--- src/rtl/clip_pkg.sv ---
// Shared definitions for the multi-channel clip/saturate block.
// Holds the mode encodings and the lane limit helper.
package clip_pkg;

  localparam logic MODE_SAT  = 1'b0;
  localparam logic MODE_WRAP = 1'b1;

  function automatic int clip_limit(
    input int bits_out,
    input bit sym,
    input bit upper
  );
    int mx;
    mx = (1 << (bits_out - 1)) - 1;
    if (upper)
      return mx;
    return sym ? -mx : -mx - 1;
  endfunction

endpackage

--- src/rtl/clip_sat_lane.sv ---
// One combinational lane: signed reduce from BITS_IN to BITS_OUT.
// Overflow is flagged in both saturate and wrap modes.
import clip_pkg::*;

module clip_sat_lane #(
  parameter int BITS_IN   = 24,
  parameter int BITS_OUT  = 16,
  parameter int SYMMETRIC = 0
) (
  input  logic [BITS_IN-1:0]  in,
  input  logic                mode,
  output logic [BITS_OUT-1:0] out,
  output logic                ovf
);

  localparam bit SYM = (SYMMETRIC != 0);

  localparam logic signed [BITS_IN-1:0] MAXV =
    BITS_IN'(clip_limit(BITS_OUT, SYM, 1'b1));
  localparam logic signed [BITS_IN-1:0] MINV =
    BITS_IN'(clip_limit(BITS_OUT, SYM, 1'b0));

  logic hi;
  logic lo;
  logic sat;

  assign hi  = $signed(in) > MAXV;
  assign lo  = $signed(in) < MINV;
  assign ovf = hi | lo;
  assign sat = (mode == MODE_SAT);

  always_comb begin
    out = in[BITS_OUT-1:0];
    unique case (1'b1)
      sat && hi: out = MAXV[BITS_OUT-1:0];
      sat && lo: out = MINV[BITS_OUT-1:0];
      default:   out = in[BITS_OUT-1:0];
    endcase
  end

endmodule

--- src/rtl/clip_sat_multi.sv ---
// NCH-lane registered clipper with sticky overflow flags
// and a saturating clip-event counter.
import clip_pkg::*;

module clip_sat_multi #(
  parameter int NCH         = 2,
  parameter int BITS_IN     = 24,
  parameter int BITS_OUT    = 16,
  parameter int SYMMETRIC   = 0,
  parameter int COUNT_WIDTH = 16
) (
  input  logic                    clk,
  input  logic                    rst_n,
  input  logic                    stb_in,
  input  logic [NCH*BITS_IN-1:0]  in,
  input  logic                    mode,
  input  logic                    clear,
  output logic                    stb_out,
  output logic [NCH*BITS_OUT-1:0] out,
  output logic [NCH-1:0]          ovf_sticky,
  output logic [COUNT_WIDTH-1:0]  clip_count
);

  localparam logic [COUNT_WIDTH-1:0] CMAX = '1;

  logic [NCH*BITS_OUT-1:0] lane_out;
  logic [NCH-1:0]          lane_ovf;
  logic [NCH-1:0]          ev;
  logic                    any_ev;

  for (genvar k = 0; k < NCH; k++) begin : g_lane
    clip_sat_lane #(
      .BITS_IN  (BITS_IN),
      .BITS_OUT (BITS_OUT),
      .SYMMETRIC(SYMMETRIC)
    ) u_lane (
      .in  (in[k*BITS_IN +: BITS_IN]),
      .mode(mode),
      .out (lane_out[k*BITS_OUT +: BITS_OUT]),
      .ovf (lane_ovf[k])
    );
  end

  assign ev     = stb_in ? lane_ovf : '0;
  assign any_ev = |ev;

  always_ff @(posedge clk or negedge rst_n) begin
    if (!rst_n) begin
      stb_out <= 1'b0;
      out     <= '0;
    end else begin
      stb_out <= stb_in;
      if (stb_in)
        out <= lane_out;
    end
  end

  // A clear coincident with an event keeps that event.
  always_ff @(posedge clk or negedge rst_n) begin
    if (!rst_n) begin
      ovf_sticky <= '0;
      clip_count <= '0;
    end else if (clear) begin
      ovf_sticky <= ev;
      clip_count <= any_ev ? COUNT_WIDTH'(1) : '0;
    end else begin
      ovf_sticky <= ovf_sticky | ev;
      if (any_ev && clip_count != CMAX)
        clip_count <= clip_count + 1'b1;
    end
  end

endmodule

--- config.mk ---
export PLATFORM = sky130hd
export DESIGN_NAME = clip_sat_multi
export DESIGN_NICKNAME = d
export VERILOG_FILES = /design/src/rtl/clip_pkg.sv /design/src/rtl/clip_sat_lane.sv /design/src/rtl/clip_sat_multi.sv
export SDC_FILE = /design/constraint.sdc
export NUM_CORES = 1
export LEC_CHECK = 0
export CAP_MARGIN = 20
export CORE_MARGIN = 5
export CORE_UTILIZATION = 42
export DETAILED_ROUTE_END_ITERATION = 12
export HOLD_SLACK_MARGIN = 0.08
export PLACE_DENSITY_LB_ADDON = 0.08
export SLEW_MARGIN = 40
export SYNTH_ARGS = -nofsm -noshare
export SYNTH_HDL_FRONTEND = slang
export SYNTH_SLANG_ARGS = --single-unit
--- constraint.sdc ---
create_clock -name clk -period 2.5 [get_ports clk]
set_input_delay 0.375 -clock clk [delete_from_list [all_inputs] [get_ports clk]]
set_output_delay 0.375 -clock clk [all_outputs]
set_load 0.01 [all_outputs]
# Yosys cells after proc, flatten, opt, wreduce, memory -nomap -nowiden
# Index checks and enable logic that the tools add are counted.
# Widths: inputs -> output; s select.
dict set report word_totals {
  word_cells 28
  register_bits 51
  output_inout_bits 51
}
dict set report classes {
  n_addsub 1
  n_eq_ne 1
  mux 7
  n_bitwise 4
  reduce_logical 7
  magnitude_cmp 4
}
# cell count
set ops {}
lappend ops {{$pmux 16 s2} 2}
lappend ops {{$gt 24x16->1 const B} 2}
lappend ops {{$lt 24x16->1 const B} 2}
lappend ops {{$mux 16} 2}
lappend ops {{$add 16x1->16 const B} 1}
lappend ops {{$ne 16x16->1 const B} 1}
lappend ops {{$logic_and 1x1->1} 5}
lappend ops {{$mux 2} 2}
lappend ops {{$or 1x1->1} 2}
lappend ops {{$or 2x2->2} 1}
lappend ops {{$reduce_bool 2->1} 1}
lappend ops {{$reduce_or 2->1} 1}
lappend ops {{$mux 1} 1}
lappend ops {{$not 1->1} 1}

# Logic depth before layout (Yosys ltp)
dict set report logic_depth {
  word_depth 7
  ltp_mapped 6
  ltp_nobuf 6
}

# Cells and area by module
# A second synthesis with hierarchy kept.
dict set report unflattened {
  hier_cells 265
  hier_area_um2 2708.8
}
# mod n_inst area_each_um2 cells_each seq_area_each_um2
set modules_own_cells {}
lappend modules_own_cells {clip_sat_multi 1 2225.9 177 1276.2}
lappend modules_own_cells {clip_sat_lane 2 241.5 44 0.0}

# Worst setup path after synthesis
# Ideal clock, no wire load.
dict set report synth_path {
  path_kind {register to register}
  start {reg clip_count[0]}
  end {reg clip_count[10]}
  setup_slack_ps 448
  stages_incl_launch_ff 7
  setup_ps 125
  required_time_ps 2375
  t_arrival_ps 1927
  cell_sequence {dfrtp_1 ha_1 and3_1 and4_4 or4_1 nor2_1 mux2_4}
}
dict set report synth_via {
  elab_chain_len 3
  elab_cells_between_ends 6
  cone_classes {add/sub: 1; eq/ne: 1; mux: 2; reduce/logical: 2}
}
# item line_no
set synth_lines {}
lappend synth_lines {{start, declared} clip_sat_multi.sv:21} ;# output logic [COUNT_WIDTH-1:0] clip_count
lappend synth_lines {{start signal, assigned} clip_sat_multi.sv:65} ;# clip_count <= any_ev ? COUNT_WIDTH'(1) : '0;
lappend synth_lines {{start signal, assigned} clip_sat_multi.sv:69} ;# clip_count <= clip_count + 1'b1;
lappend synth_lines {{$add 16x1->16 or $ne 16x16->1 (tied branches)} {clip_sat_multi.sv:69, clip_sat_multi.sv:68}}
lappend synth_lines {{$mux 16 or $logic_and 1x1->1 (tied branches)} clip_sat_multi.sv:68} ;# if (any_ev && clip_count != CMAX)
lappend synth_lines {{$mux 16 or $reduce_bool 2->1 (tied branches)} --}
# Several ways; a longest one is shown, not always the timed one. The select of a mux whose other input is x is not followed.
# A chain may end at the register's enable or synchronous reset.

# Worst setup path in the final report
dict set report layout_path {
  start {in in[15]}
  end {reg clip_count[0]}
}
dict set report layout_via {
  elab_chain_len 6
  elab_cells_between_ends 9
  cone_classes {order compare: 2; mux: 3; bitwise: 1; reduce/logical: 3}
}
# item line_no
set layout_lines {}
lappend layout_lines {{start, declared} clip_sat_multi.sv:15} ;# input logic [NCH*BITS_IN-1:0] in,
lappend layout_lines {{$gt 24x16->1 or $lt 24x16->1 (tied branches)} {clip_sat_lane.sv:27, clip_sat_lane.sv:28}}
lappend layout_lines {{$or 1x1->1 *} clip_sat_lane.sv:29} ;# assign ovf = hi | lo;
lappend layout_lines {{$mux 2 *} clip_sat_multi.sv:44} ;# assign ev = stb_in ? lane_ovf : '0;
lappend layout_lines {{$reduce_or 2->1 *} clip_sat_multi.sv:45} ;# assign any_ev = |ev;
lappend layout_lines {{$mux 1 or $logic_and 1x1->1 (tied branches)} {clip_sat_multi.sv:65, clip_sat_multi.sv:68}}
lappend layout_lines {{$mux 16 or $reduce_bool 2->1 (tied branches)} --}
# Mark *: on every way between the ends. The rest lies on a longest branch, timed or not.

==> results list <==
- Share of total power consumed by net switching: roughly a quarter
- In the routed design, unresolved DRC markers number 0.
* Tightest hold margin: between 0.5 and 0.6 ns
* Final setup margin: 0.315 ns
- Sequential share of the synthesized area: between 50% and 60%
- Clock skew on the completed layout was measured at 0.00578 ns.
- FF-to-FF path depth: 6
- The endpoint identified for the worst register-to-register timing path is clip_count[10]$_DFFE_PN0P_.
- For the pin with the worst max-slew slack, the measured transition is approximately 0.45 ns.
- The library cell used most frequently in the layout, excluding fill and tap cells, is clkdlybuf4s50_1.
- The clock net in this run drives a total of around 50 sinks.
- TritonCTS built the clock tree.
- Measured along the x axis, the die boundary spans around 86 µm.
- Setup repair after global routing missed its margin: no
- Core area: approximately 0.0055 mm²
- Fin crit share: between 80% and 90%
- The internal power of the cells totals approximately 1.3 mW.
* Final routed wire length divided by cell count: ~17 µm
- Buffer cell driving the clock tree root: clkbuf_8
- Registers take about 0.0013 mm².
- Hold Startpoint: out[18]$_DFFE_PN0P_
* Cell types occupying the most area after synthesis: dfrtp_1 53%, a221o_1 12%, mux2_1 3.3%
- The floorplan step defined a die boundary enclosing about 0.0073 mm².
* Number of buffers between clock root and the deepest sink: 2
* Number of max-capacitance violations reported: 0
- Pre-CTS setup slack: 0.00147 ns
* Routed vias: 2246
- The worst hold path terminates at out[18]$_DFFE_PN0P_.
* Y dimension of the die: about 86 µm
- Source of the worst register-to-register timing path: clip_count[0]$_DFFE_PN0P_
- Number of vias per cell after detailed routing: 5.66
- The congestion estimate from routability-driven global placement came to around 0.82.
* Post-detailed-routing wire length: slightly below 7 mm
- Combined global-route utilization of all metal layers: 18.8%
* Wire length of the first global-routing pass: 10.9 mm
* Maximum operating frequency: about 0.46 GHz
- The worst pin sits at a relative slew slack of ~70%.
- Starting density of the core: between 40% and 50%
- Synth warn: 0
* Number of instances on the worst hold path: 1
* Post-synthesis cell type with the largest combined area: dfrtp_1
- Power spread over the standard cell area amounts to between 400 and 500 mW/mm².
* Count of final setup violators: 0
- The final-report max-slew violation count is 0.
- Proportion of layout cells with a drive suffix above 1: 8.00%
- Of the total power, combinational logic draws a little under a quarter.
- Commonest non-fill, non-tap cells in the layout: 102 x clkdlybuf4s50_1, 51 x dfrtp_1, 30 x a221o_1, 18 x nor2_1, 11 x buf_4
- Clock-pin slew was measured on the worst setup and hold paths at 0.09 ns.
- Number of storage elements in the synthesis netlist: a little over 50
* Ports: between 100 and 150
- The number of antenna violations at the first check in global routing is 0.
* Post-synthesis cell count: ~220
- Synthesized Nets: 270
- Max Fanout on Critical Path: 10
- Time the final worst path needs with I/O delays and setup: about 2.2 ns
* Number of hold-slack violations in the final timing report: 0
* Clock power frac: 25.9%
- Post-synthesis instance area: 0.00241 mm²
- Placement row count: 27
* Largest net degree at the start of global routing: 33
- Outcome: finished clean
- Crit path launch type: primary input
- First-iteration detailed-routing DRC count: roughly 110
- Net Switching: between 400 and 500 µW
* Area added between synthesis and finish: 51.0%
* Total iterations of the first detailed-routing run: 4
- Total clock buffers created by CTS: 5
* Post-CTS repair timing setup buffer count: 0
- The filler cells instantiated in the layout total roughly 480.
* Number of different library cells in the post-synthesis netlist: 40
* Flop-to-flop setup slack: around 0.35 ns
- Adding up every negative setup slack in the final design gives 0 ns.
- Endpoint required time on the critical path: 2.71 ns
- ANT cells: 0
- Total grt overflow: 0
- In this run the number of H-tree levels came out at 2.
- The via count of the first global-routing pass came to 2250.
- After legalization and detailed placement, the total HPWL measured slightly above 5 mm.
* WS Path Type: in2reg
* Number of nets in the finished design: roughly 380
- In this run the remaining antenna-violating nets after routing total 0.
- Critical Path AT: around 2.4 ns
* Static power due to leakage: 1.47 nW
- IR analysis of the VDD net gives a maximum drop of 300 µV.
- In the final layout, the multi-input gates occupy 0.00104 mm².
- For the worst-skew pair, the clock arrives at the later sink with an insertion delay of roughly 0.31 ns.
* Class of the worst hold path: reg2reg
- Port-buffer cells: 103
- STA classifies the critical path endpoint as a flop.
- Post-Synthesis Mean Instance Area: 11.1 µm²
- Part of the total power dissipated in sequential elements: between 50% and 60%
* Synth top area share: between 50% and 60%
-- registers in the layout (all words and copies together), names as in the netlist --
| register | count |
|---|---|
| out | 32 |
| clip_count | 16 |
| ovf_sticky | 2 |
| stb_out | 1 |
-- cells by family after synthesis --
kind of cell,Yosys count,synth area share [%]
adders and majority gates,1,0.520
and+or+nand+nor,81,19.3
muxes,9,4.31
DFF,51,53.0
buffers and inverters,20,3.64
AOI/OAI and AO/OA,54,19.2
-- repair_timing --
item                                    in CTS  in global routing
endpoints found under the setup margin       0                  0
hold buffers                                 1                  0
endpoints found under the hold margin       19                  0
gates resized for setup                      0                  0
-- worst max path at each step --
| stage | startpoint | end | slack, ns | cells after the start |
|---|---|---|---|---|
| floorplan | clip_count[0]$_DFFE_PN0P_ | clip_count[10]$_DFFE_PN0P_ | 0.45 | 6 |
| global placement | in[15] | clip_count[0]$_DFFE_PN0P_ | 0.08 | 7 |
| detailed placement | in[15] | clip_count[0]$_DFFE_PN0P_ | 0.001 | 7 |
| CTS | in[15] | clip_count[0]$_DFFE_PN0P_ | 0.33 | 7 |
| global route | in[15] | clip_count[0]$_DFFE_PN0P_ | 0.20 | 7 |
| finish | in[15] | clip_count[0]$_DFFE_PN0P_ | 0.32 | 7 |
-- stage by stage --
step                cell area (µm²)  util (%)  power [mW]  cells
floorplan                      2410         -        1.08    216
global placement               3540      63.9        1.36    388
detailed placement             3540      63.9        1.36    388
CTS                            3640      65.6        1.84    397
global route                   3640      65.6        1.90    397
finish                         3640      65.6        1.82    397
-- Yosys cell counts, drive strengths merged --
cell type	number
o31a	3
a21oi	7
o32ai	1
and4	4
or2	1
nand2	7
a22o	2
o21a	1
o21ai	5
inv	6
o22a	1
nor2b	8
clkbuf	11
or4	7
nor4b	1
mux2i	1
buf	3
o41ai	1
dfrtp	51
nand4	10
and2	2
ha	1
nor2	18
o31ai	2
nand3	4
nor4	3
mux2	8
or3	3
nand2b	1
o311ai	1
nor3	10
and3	2
a221o	30
-- critical path, cell delays in order --
cell and delay [ns]:
clkdlybuf4s50_1 0.45, or4_4 0.54, nor3_2 0.25, o22a_2 0.30
buf_4 0.17, nor2_1 0.06, o32ai_1 0.24
-- power by group through the flow --
stage | clock network (mW) | logic, mW | registers (mW)
global placement | 0 | 0.414 | 0.944
finish | 0.470 | 0.415 | 0.931
CTS | 0.484 | 0.421 | 0.931
detailed placement | 0 | 0.419 | 0.945
floorplan | 0 | 0.106 | 0.976
global route | 0.516 | 0.446 | 0.942
-- area by class of cell --
class | count | share of cell area (%)
inverters | 6 | 0.619
flip-flops and latches | 51 | 35.1
multi-input cells | 145 | 28.7
clock buffers | 6 | 2.00
repair buffers | 115 | 30.8
well taps | 72 | 2.48
clock inverters | 2 | 0.344
-- per-layer routing --
metal  track usage (%)  vias to the layer above  wire, µm
met5                 0                        -         0
met1              23.9                     1077      2820
met4              9.06                        0       216
met2              29.5                       89      3240
li1                  -                     1062         -
met3              5.38                       18       515
Power figures use the tool's default switching activity.
